$ cat src/rtl/bist_pkg.sv
// Shared types and constants for the BIST controller slice.
package bist_pkg;

   localparam int unsigned RoundIdxW = 4;

   typedef enum logic [2:0] {
      StIdle,
      StInit,
      StRun,
      StFin,
      StDone
   } bist_state_e;

endpackage

$ cat src/rtl/bist_controller_p_if.sv
// Control/status bundle between the BIST controller and its test datapath.
interface bist_controller_p_if
   import bist_pkg::*;
#(
   parameter int unsigned CNT_W = 8
);

   logic                 start;
   logic                 abort;
   logic                 sig_ok;
   logic                 init;
   logic                 running;
   logic                 toggle;
   logic                 finish;
   logic                 bist_end;
   logic                 pass;
   logic                 busy;
   logic [CNT_W-1:0]     pat_cnt;
   logic [RoundIdxW-1:0] round_idx;

   modport master (
      output start, abort, sig_ok,
      input  init, running, toggle, finish, bist_end, pass, busy, pat_cnt, round_idx
   );

   modport slave (
      input  start, abort, sig_ok,
      output init, running, toggle, finish, bist_end, pass, busy, pat_cnt, round_idx
   );

endinterface

$ cat src/rtl/bist_counter.sv
// Loadable down-counter; tc flags a zero count and the count holds there.
module bist_counter #(
   parameter int unsigned W = 8
) (
   input  logic         clk,
   input  logic         reset_n,
   input  logic         load,
   input  logic [W-1:0] load_val,
   input  logic         en,
   output logic [W-1:0] cnt,
   output logic         tc
);

   logic [W-1:0] cnt_q;

   always_ff @(posedge clk or negedge reset_n) begin
      if (!reset_n) begin
         cnt_q <= '0;
      end else if (load) begin
         cnt_q <= load_val;
      end else if (en && (cnt_q != '0)) begin
         cnt_q <= cnt_q - 1'b1;
      end
   end

   assign cnt = cnt_q;
   assign tc  = (cnt_q == '0);

endmodule

$ cat src/rtl/bist_controller_p.sv
// BIST sequencer: rounds of INIT -> RUN -> FIN, verdict accumulated from sig_ok.
module bist_controller_p
   import bist_pkg::*;
#(
   parameter int unsigned CNT_W    = 8,
   parameter int unsigned N_PAT    = 16,
   parameter int unsigned N_ROUNDS = 2,
   parameter int unsigned INIT_CYC = 2
) (
   input logic                clk,
   input logic                reset_n,
   bist_controller_p_if.slave bus
);

   // Counter must also hold INIT_CYC-1 (up to 14), so never narrower than 4 bits.
   localparam int unsigned CntW = (CNT_W > RoundIdxW) ? CNT_W : RoundIdxW;
   localparam logic [CntW-1:0]      InitLoad  = CntW'(INIT_CYC - 1);
   localparam logic [CntW-1:0]      RunLoad   = CntW'(N_PAT - 1);
   localparam logic [RoundIdxW-1:0] LastRound = RoundIdxW'(N_ROUNDS - 1);

   bist_state_e          state_q, state_d;
   logic [RoundIdxW-1:0] round_q, round_d;
   logic                 toggle_q, toggle_d;
   logic                 pass_q, pass_d;

   logic            cnt_load;
   logic [CntW-1:0] cnt_val;
   logic            cnt_en;
   logic [CntW-1:0] cnt;
   logic            cnt_tc;
   logic [CntW-1:0] pat_full;

   bist_counter #(
      .W (CntW)
   ) u_counter (
      .clk      (clk),
      .reset_n  (reset_n),
      .load     (cnt_load),
      .load_val (cnt_val),
      .en       (cnt_en),
      .cnt      (cnt),
      .tc       (cnt_tc)
   );

   always_ff @(posedge clk or negedge reset_n) begin
      if (!reset_n) begin
         state_q  <= StIdle;
         round_q  <= '0;
         toggle_q <= 1'b0;
         pass_q   <= 1'b0;
      end else begin
         state_q  <= state_d;
         round_q  <= round_d;
         toggle_q <= toggle_d;
         pass_q   <= pass_d;
      end
   end

   always_comb begin
      state_d  = state_q;
      round_d  = round_q;
      toggle_d = toggle_q;
      pass_d   = pass_q;
      cnt_load = 1'b0;
      cnt_val  = InitLoad;
      cnt_en   = 1'b0;

      case (state_q)
         StIdle, StDone: begin
            // abort is ignored here; start alone decides
            if (bus.start) begin
               state_d  = StInit;
               round_d  = '0;
               toggle_d = 1'b0;
               pass_d   = 1'b1;
               cnt_load = 1'b1;
               cnt_val  = InitLoad;
            end
         end
         StInit: begin
            if (bus.abort) begin
               state_d = StDone;
               pass_d  = 1'b0;
            end else if (cnt_tc) begin
               state_d  = StRun;
               cnt_load = 1'b1;
               cnt_val  = RunLoad;
            end else begin
               cnt_en = 1'b1;
            end
         end
         StRun: begin
            if (bus.abort) begin
               state_d = StDone;
               pass_d  = 1'b0;
            end else if (cnt_tc) begin
               state_d = StFin;
            end else begin
               cnt_en = 1'b1;
            end
         end
         StFin: begin
            pass_d = pass_q & bus.sig_ok;
            if (bus.abort) begin
               state_d = StDone;
               pass_d  = 1'b0;
            end else if (round_q == LastRound) begin
               state_d = StDone;
            end else begin
               state_d  = StInit;
               round_d  = round_q + 1'b1;
               toggle_d = ~toggle_q;
               cnt_load = 1'b1;
               cnt_val  = InitLoad;
            end
         end
         default: state_d = StIdle;
      endcase
   end

   // RUN counts down internally; present it as an up-count.
   assign pat_full = RunLoad - cnt;

   assign bus.init      = (state_q == StInit);
   assign bus.running   = (state_q == StRun);
   assign bus.finish    = (state_q == StFin);
   assign bus.bist_end  = (state_q == StDone);
   assign bus.busy      = (state_q == StInit) || (state_q == StRun) || (state_q == StFin);
   assign bus.toggle    = toggle_q;
   assign bus.pass      = pass_q;
   assign bus.round_idx = round_q;
   assign bus.pat_cnt   = (state_q == StRun) ? pat_full[CNT_W-1:0] : '0;

endmodule

$ cat src/flat_wrapper.sv
// flat-port wrapper written by rule: the top's interface ports become plain ports
module bist_controller_p_flat import bist_pkg::*;
#(
   parameter int unsigned CNT_W    = 8,
   parameter int unsigned N_PAT    = 16,
   parameter int unsigned N_ROUNDS = 2,
   parameter int unsigned INIT_CYC = 2
)
  (clk, reset_n, bus_start, bus_abort, bus_sig_ok, bus_init, bus_running, bus_toggle, bus_finish, bus_bist_end, bus_pass, bus_busy, bus_pat_cnt, bus_round_idx);
  bist_controller_p_if #(.CNT_W(CNT_W)) bus_i ();
  input logic clk;
  input logic reset_n;
  input wire logic [$bits(bus_i.start)-1:0] bus_start;
  input wire logic [$bits(bus_i.abort)-1:0] bus_abort;
  input wire logic [$bits(bus_i.sig_ok)-1:0] bus_sig_ok;
  output wire logic [$bits(bus_i.init)-1:0] bus_init;
  output wire logic [$bits(bus_i.running)-1:0] bus_running;
  output wire logic [$bits(bus_i.toggle)-1:0] bus_toggle;
  output wire logic [$bits(bus_i.finish)-1:0] bus_finish;
  output wire logic [$bits(bus_i.bist_end)-1:0] bus_bist_end;
  output wire logic [$bits(bus_i.pass)-1:0] bus_pass;
  output wire logic [$bits(bus_i.busy)-1:0] bus_busy;
  output wire logic [$bits(bus_i.pat_cnt)-1:0] bus_pat_cnt;
  output wire logic [$bits(bus_i.round_idx)-1:0] bus_round_idx;
  assign bus_i.start = bus_start;
  assign bus_i.abort = bus_abort;
  assign bus_i.sig_ok = bus_sig_ok;
  assign bus_init = bus_i.init;
  assign bus_running = bus_i.running;
  assign bus_toggle = bus_i.toggle;
  assign bus_finish = bus_i.finish;
  assign bus_bist_end = bus_i.bist_end;
  assign bus_pass = bus_i.pass;
  assign bus_busy = bus_i.busy;
  assign bus_pat_cnt = bus_i.pat_cnt;
  assign bus_round_idx = bus_i.round_idx;
  bist_controller_p #(.CNT_W(CNT_W), .N_PAT(N_PAT), .N_ROUNDS(N_ROUNDS), .INIT_CYC(INIT_CYC)) u_core (.clk(clk), .reset_n(reset_n), .bus(bus_i));
endmodule
$ cat config.mk
export PLATFORM = sky130hd
export DESIGN_NAME = bist_controller_p_flat
export DESIGN_NICKNAME = d
export VERILOG_FILES = /design/src/rtl/bist_pkg.sv /design/src/rtl/bist_controller_p_if.sv /design/src/rtl/bist_counter.sv /design/src/rtl/bist_controller_p.sv /design/src/flat_wrapper.sv
export SDC_FILE = /design/constraint.sdc
export NUM_CORES = 1
export LEC_CHECK = 0
export BUFFER_PORTS_ARGS = -buffer_cell sky130_fd_sc_hd__clkbuf_2
export CAP_MARGIN = 30
export CORE_MARGIN = 10
export CORE_UTILIZATION = 35
export CTS_CLUSTER_SIZE = 14
export DETAILED_ROUTE_END_ITERATION = 7
export PLACE_DENSITY = 0.66
export SLEW_MARGIN = 20
export SYNTH_ARGS = -nofsm -noshare
export SYNTH_HDL_FRONTEND = slang
export SYNTH_HIERARCHICAL = 1
export SYNTH_SLANG_ARGS = --single-unit
$ cat constraint.sdc
create_clock -name clk -period 7.8 [get_ports clk]
set_input_delay 0.78 -clock clk [delete_from_list [all_inputs] [get_ports clk]]
set_output_delay 0.78 -clock clk [all_outputs]
set_load 0.01 [all_outputs]
Word level (Yosys, flattened, before mapping)
Index checks and enable logic that the tools add are counted.
{"block": "word_totals", "register_bits": 17, "inputBits": 5, "output_inout_bits": 19, "word_cells": 70}
{"block": "op_classes", "add_sub_neg": 3, "n_eq_ne": 11, "mux": 35, "bitwise": 2, "reduce_logical": 14}
{"operator": "8-bit two-way mux", "n": 5}
{"operator": "3-bit two-way mux", "n": 7}
{"operator": "4-bit two-way mux", "n": 4}
{"operator": "1-bit two-way mux", "n": 14}
{"operator": "3-bit case mux with 4 select lines", "n": 1}
{"operator": "8-bit logical NOT", "n": 1}
{"operator": "4-bit case mux with 2 select lines", "n": 1}
{"operator": "8-bit nonzero test", "n": 1}
{"operator": "4-bit by 8-bit subtractor with 8-bit output (first input constant)", "n": 1}
{"operator": "8-bit by 1-bit subtractor with 8-bit output (second input constant)", "n": 1}
{"operator": "3-bit by 2-bit == test with 1-bit output (second input constant)", "n": 2}
{"operator": "2-bit inequality test (second input constant)", "n": 3}
{"operator": "3-bit by 2-bit inequality test with 1-bit output (second input constant)", "n": 2}
{"operator": "1-bit case mux with 3 select lines", "n": 2}
{"operator": "3-bit AND reduction", "n": 2}
{"operator": "4-bit by 1-bit adder with 4-bit output (second input constant)", "n": 1}
{"operator": "4-bit by 1-bit == test with 1-bit output (second input constant)", "n": 1}
{"operator": "4-bit AND reduction", "n": 1}
{"operator": "2-bit nonzero test", "n": 2}
{"operator": "2-bit OR reduction", "n": 2}
{"operator": "3-bit by 1-bit == test with 1-bit output (second input constant)", "n": 1}
{"operator": "3-bit == test (second input constant)", "n": 1}
{"operator": "3-bit logical NOT", "n": 1}
{"operator": "3-bit nonzero test", "n": 1}
{"operator": "other kinds (6)", "n": 7}

Depth between registers and ports, before layout
{"block": "logic_depth", "word_depth": 7, "depth_mapped": 11, "ltp_nobuf": 10}

By module
Netlist, hierarchy kept.
{"module": "bist_controller_p", "n_inst": 1, "cells_each": 85, "area_per_inst_um2": 740.7, "seq_area_each_um2": 225.2}
{"module": "bist_counter", "n_inst": 1, "cells_each": 58, "area_per_inst_um2": 528.0, "seq_area_each_um2": 200.2}

Worst setup path before layout
No wires, ideal clock.
{"block": "synth_path", "path_kind": "input port to flip-flop", "startpoint": "in bus_abort", "endpoint": "reg u_core.u_counter.cnt_q[7], in the netlist u_core/u_counter/cnt[7]", "arrival_ps": 2593, "required_time_ps": 7674, "slack_ps": 5081, "stages": 5, "path_buffers": 1, "path_cell_list": "clkbuf_1 > nor4_1 > or3b_1 > o311a_1 > a221o_1"}
{"block": "synth_via", "elab_chain_len": 4, "word_cells_on_any_way": 8, "classes_between": "mux: 6; reduce/logical: 2"}
{"item": "start, declared", "line": "flat_wrapper.sv:14", "rtl": "input wire logic [$bits(bus_i.abort)-1:0] bus_abort;"}
{"item": "1-bit two-way mux", "line": "bist_controller_p.sv:93", "rtl": "if (bus.abort) begin"}
{"item": "1-bit two-way mux"}
{"item": "named net u_core.cnt_en", "line": "bist_controller_p.sv:28", "rtl": "logic cnt_en;"}
{"item": "1-bit logical AND", "line": "bist_counter.sv:21", "rtl": "end else if (en && (cnt_q != '0)) begin"}
{"item": "2-bit nonzero test (no line)"}
{"item": "end signal, assigned", "line": "bist_counter.sv:20", "rtl": "cnt_q <= load_val;"}
{"item": "end signal, assigned", "line": "bist_counter.sv:22", "rtl": "cnt_q <= cnt_q - 1'b1;"}
{"item": "end, declared", "line": "bist_counter.sv:14", "rtl": "logic [W-1:0] cnt_q;"}
The timed path passes the listed nets, and every way through them passes these cells.
A chain may end at the register's enable or synchronous reset.

Worst setup path in the final report
{"block": "layout_path", "startpoint": "reg u_core.u_counter.cnt_q[0], in the netlist u_core/u_counter/cnt[0]", "endpoint": "reg u_core.u_counter.cnt_q[7], in the netlist u_core/u_counter/cnt[7]"}
{"block": "layout_via", "word_cells_on_any_way": 13, "classes_between": "add/sub: 1; mux: 8; reduce/logical: 4"}
{"item": "8-bit logical NOT (*)", "line": "bist_counter.sv:27", "rtl": "assign tc = (cnt_q == '0);"}
{"item": "named net u_core.cnt_tc", "line": "bist_controller_p.sv:30", "rtl": "logic cnt_tc;"}
{"item": "1-bit two-way mux (*)", "line": "bist_controller_p.sv:84", "rtl": "end else if (cnt_tc) begin"}
{"item": "1-bit two-way mux (*)", "line": "bist_controller_p.sv:81", "rtl": "if (bus.abort) begin"}
{"item": "1-bit case mux with 3 select lines (*)", "line": "bist_controller_p.sv:68", "rtl": "case (state_q)"}
{"item": "named net u_core.cnt_load", "line": "bist_controller_p.sv:26", "rtl": "logic cnt_load;"}
{"item": "8-bit two-way mux / 2-bit nonzero test (equally long branches)"}
Mark *: on every way through the listed nets, which the timed path passes. The rest lies on a longest branch. The select of a mux whose other input is x is not followed.

==> run metrics <==
Total Wirelength=roughly 3.0 mm; I/O Pins=24; hold crit path type=input pin to async pin; top-area cell type share of the netlist area=33.5%; core area=roughly 3400 µm²; Synthesis Warnings=6; fin cells=211; clock sink total=17; WP data arrival=3.56 ns; Achievable Freq=between 200 and 300 MHz; Worst R2R Start=u_core/u_counter/cnt[0]; via count of the first global-routing pass=1,107; Final Net Count=176; Async S/R FF share, synth=between 90% and 100%; Critical Path End Type=register; clock buffer depth=2; Final GP Congestion=0.838; R2R setup slack=4.42 ns; final core utilization=41.6%; TNS Setup=0 ns; status=finished, final reports clean; CTS Buf Count=3; layout cells sized above 1=21.8%; Diodes inserted=0; Max-cap violations=0; DRT iter0 DRCs=between 80 and 90; Area Overhead vs Synth=12.1%; post-cts hold buffer count=0; first-pass GRT wire length=4.93 mm; slack of the critical path=4.42 ns; setup bufs post-CTS=0; period utilization=43.4%; post-synth top area cell=dfrtp_1; ranking of synthesized cells by area=dfrtp_1, nor2_1, ha_1; Vias/cell=5.45; R2R cell count=10; Pre-Repair DR Iteration Count=4; H-tree depth=1; largest net degree at the start of global routing=18; clk root buf=clkbuf_4; EDFF count, synth=0; DP HPWL=2.24 mm; relative slew slack=between 50% and 60%; setup violators final=0; Top FF cell, synth=dfrtp_1; die width=80.2 µm; Worst-Margin Slew=0.718 ns; syn avg cell area=8.87 µm²; fin crit period=3.38 ns; worst-path maximum fanout=14; clock slew seen by the registers of the worst setup and hold paths=0.10 ns; Worst VDD drop=0.0813 mV; total grt overflow=0; Vias=1,149; FF-to-FF End=u_core/u_counter/cnt[7]; Setup crit start=u_core/u_counter/cnt[0]; per-cell routed wire length=14.1 µm; skew final=between 0.003 and 0.004 ns; Req. time, crit path=7.98 ns; Post-DRT Antenna Nets=0; total die area=roughly 6400 µm²; Mapped Area=1270 µm²; max-slew violation count=0; Initial Utilization=37.1%; row cnt=21; pwr/cell area=275 nW/µm²; initial antenna violation count=0; sequential area share after synthesis=33.5%; Leak=between 0.0006 and 0.0007 µW; Die Ht=80.2 µm; Crit Path Class=register to register; DRC errors left=0; Critical Path End=u_core/u_counter/cnt[7]; startpoint types=register; overall global routing resource usage=9.27%; most frequent cells after synthesis=nor2_1, dfrtp_1, inv_1, nand2_1, nor3_1; CTS tree=done; most instantiated library cell after synthesis=nor2_1; Netlist cell types=between 50 and 60; flops & latches, synth=17; later-pin clock latency in the skew report=0.29 ns; CTS resizes=0; cells after synthesis=143; unrepaired setup endpoints after global routing=false; cell count after placement=207; # port buffers=23; pre-CTS setup slack=4.50 ns; Hold Fails Final Rpt=0
worst min path at each step:
stage                 startpoint           endpoint  slack [ns]  cells after the start
2_1_floorplan            reset_n    u_core/bus.pass        0.48                      0
3_3_place_gp   u_core/bus.toggle  u_core/bus.toggle        0.46                      1
3_5_place_dp   u_core/bus.toggle  u_core/bus.toggle        0.47                      1
4_1_cts                  reset_n  u_core/state_q[1]        0.42                      1
5_1_grt                  reset_n    u_core/bus.pass        0.43                      1
6_report                 reset_n    u_core/bus.pass        0.41                      1
sequential cells by signal, summed over array words and instances, names as in the netlist:
name                  cells
u_core/state_q            3
u_core/u_counter/cnt      8
u_core/bus.round_idx      4
u_core/bus.pass           1
u_core/bus.toggle         1
stage by stage:
stage          instance area [µm²]  total power (µW)  hold slack (ns)
2_1_floorplan                 1280               303            0.484
3_3_place_gp                  1400               334            0.460
3_5_place_dp                  1400               344            0.470
4_1_cts                       1420               392            0.421
5_1_grt                       1420               429            0.432
6_report                      1420               391            0.408
layer usage:
metal	up-vias	GRT usage (%)	share of wire, %
met1	547	10.0	43
met5	-	0	0
met3	4	1.89	4.6
li1	560	-	-
met2	38	16.6	51
met4	0	4.75	1.9
logic make-up after synthesis:
kind of cell,Yosys count,share of synthesized area [%]
adder cells (fa/ha/maj),5,4.93
AO/OA/AOI/OAI,35,21.4
other,2,0.592
multiplexers,2,1.58
flip-flops,17,33.5
buffers and inverters,18,7.69
XOR/XNOR,3,2.07
AND/OR/NAND/NOR,61,28.2
cell usage in the layout (no fill, tap or decap), types with 3 or more instances in the layout:
| master | synthesis | final |
|---|---|---|
| nand3_1 | 3 | 3 |
| inv_1 | 7 | 7 |
| o211ai_1 | 3 | 3 |
| clkbuf_4 | 0 | 3 |
| clkbuf_2 | 0 | 23 |
| or3_1 | 3 | 3 |
| nor3_1 | 6 | 6 |
| ha_1 | 5 | 5 |
| dfrtp_1 | 17 | 17 |
| conb_1 | 2 | 5 |
| nand2_1 | 6 | 6 |
| nor2_1 | 18 | 18 |
| or4_1 | 3 | 3 |
| nor3b_1 | 3 | 3 |
| a21oi_1 | 4 | 4 |
| o21ai_0 | 5 | 5 |
critical path, cell delays in order, from the launching register on:
cell	delay [ns]
dfrtp_1	0.42
inv_1	0.11
ha_1	0.20
or3b_2	0.49
nor2_1	0.38
nor2_1	0.08
a2111o_1	0.39
nand2_1	0.35
clkinv_1	0.36
o311a_1	0.22
a221o_1	0.25
final cells by class:
| cell class | count | area, µm² |
|---|---|---|
| clock buffer | 4 | 26.3 |
| fill | 365 | 1990 |
| inverter | 9 | 33.8 |
| multi-input combinational | 111 | 757 |
| sequential | 17 | 425 |
| tap | 46 | 57.6 |
| timing repair buffer | 24 | 123 |
where the power goes:
| part | leakage, µW | switching (µW) | internal, µW |
|---|---|---|---|
| Combinational | 0.000392 | 99.1 | 80.3 |
| Sequential | 0.000218 | 48.5 | 115 |
| Clock | 0.0000150 | 28.4 | 19.8 |
Note: power is estimated with default switching activity, not from simulation.
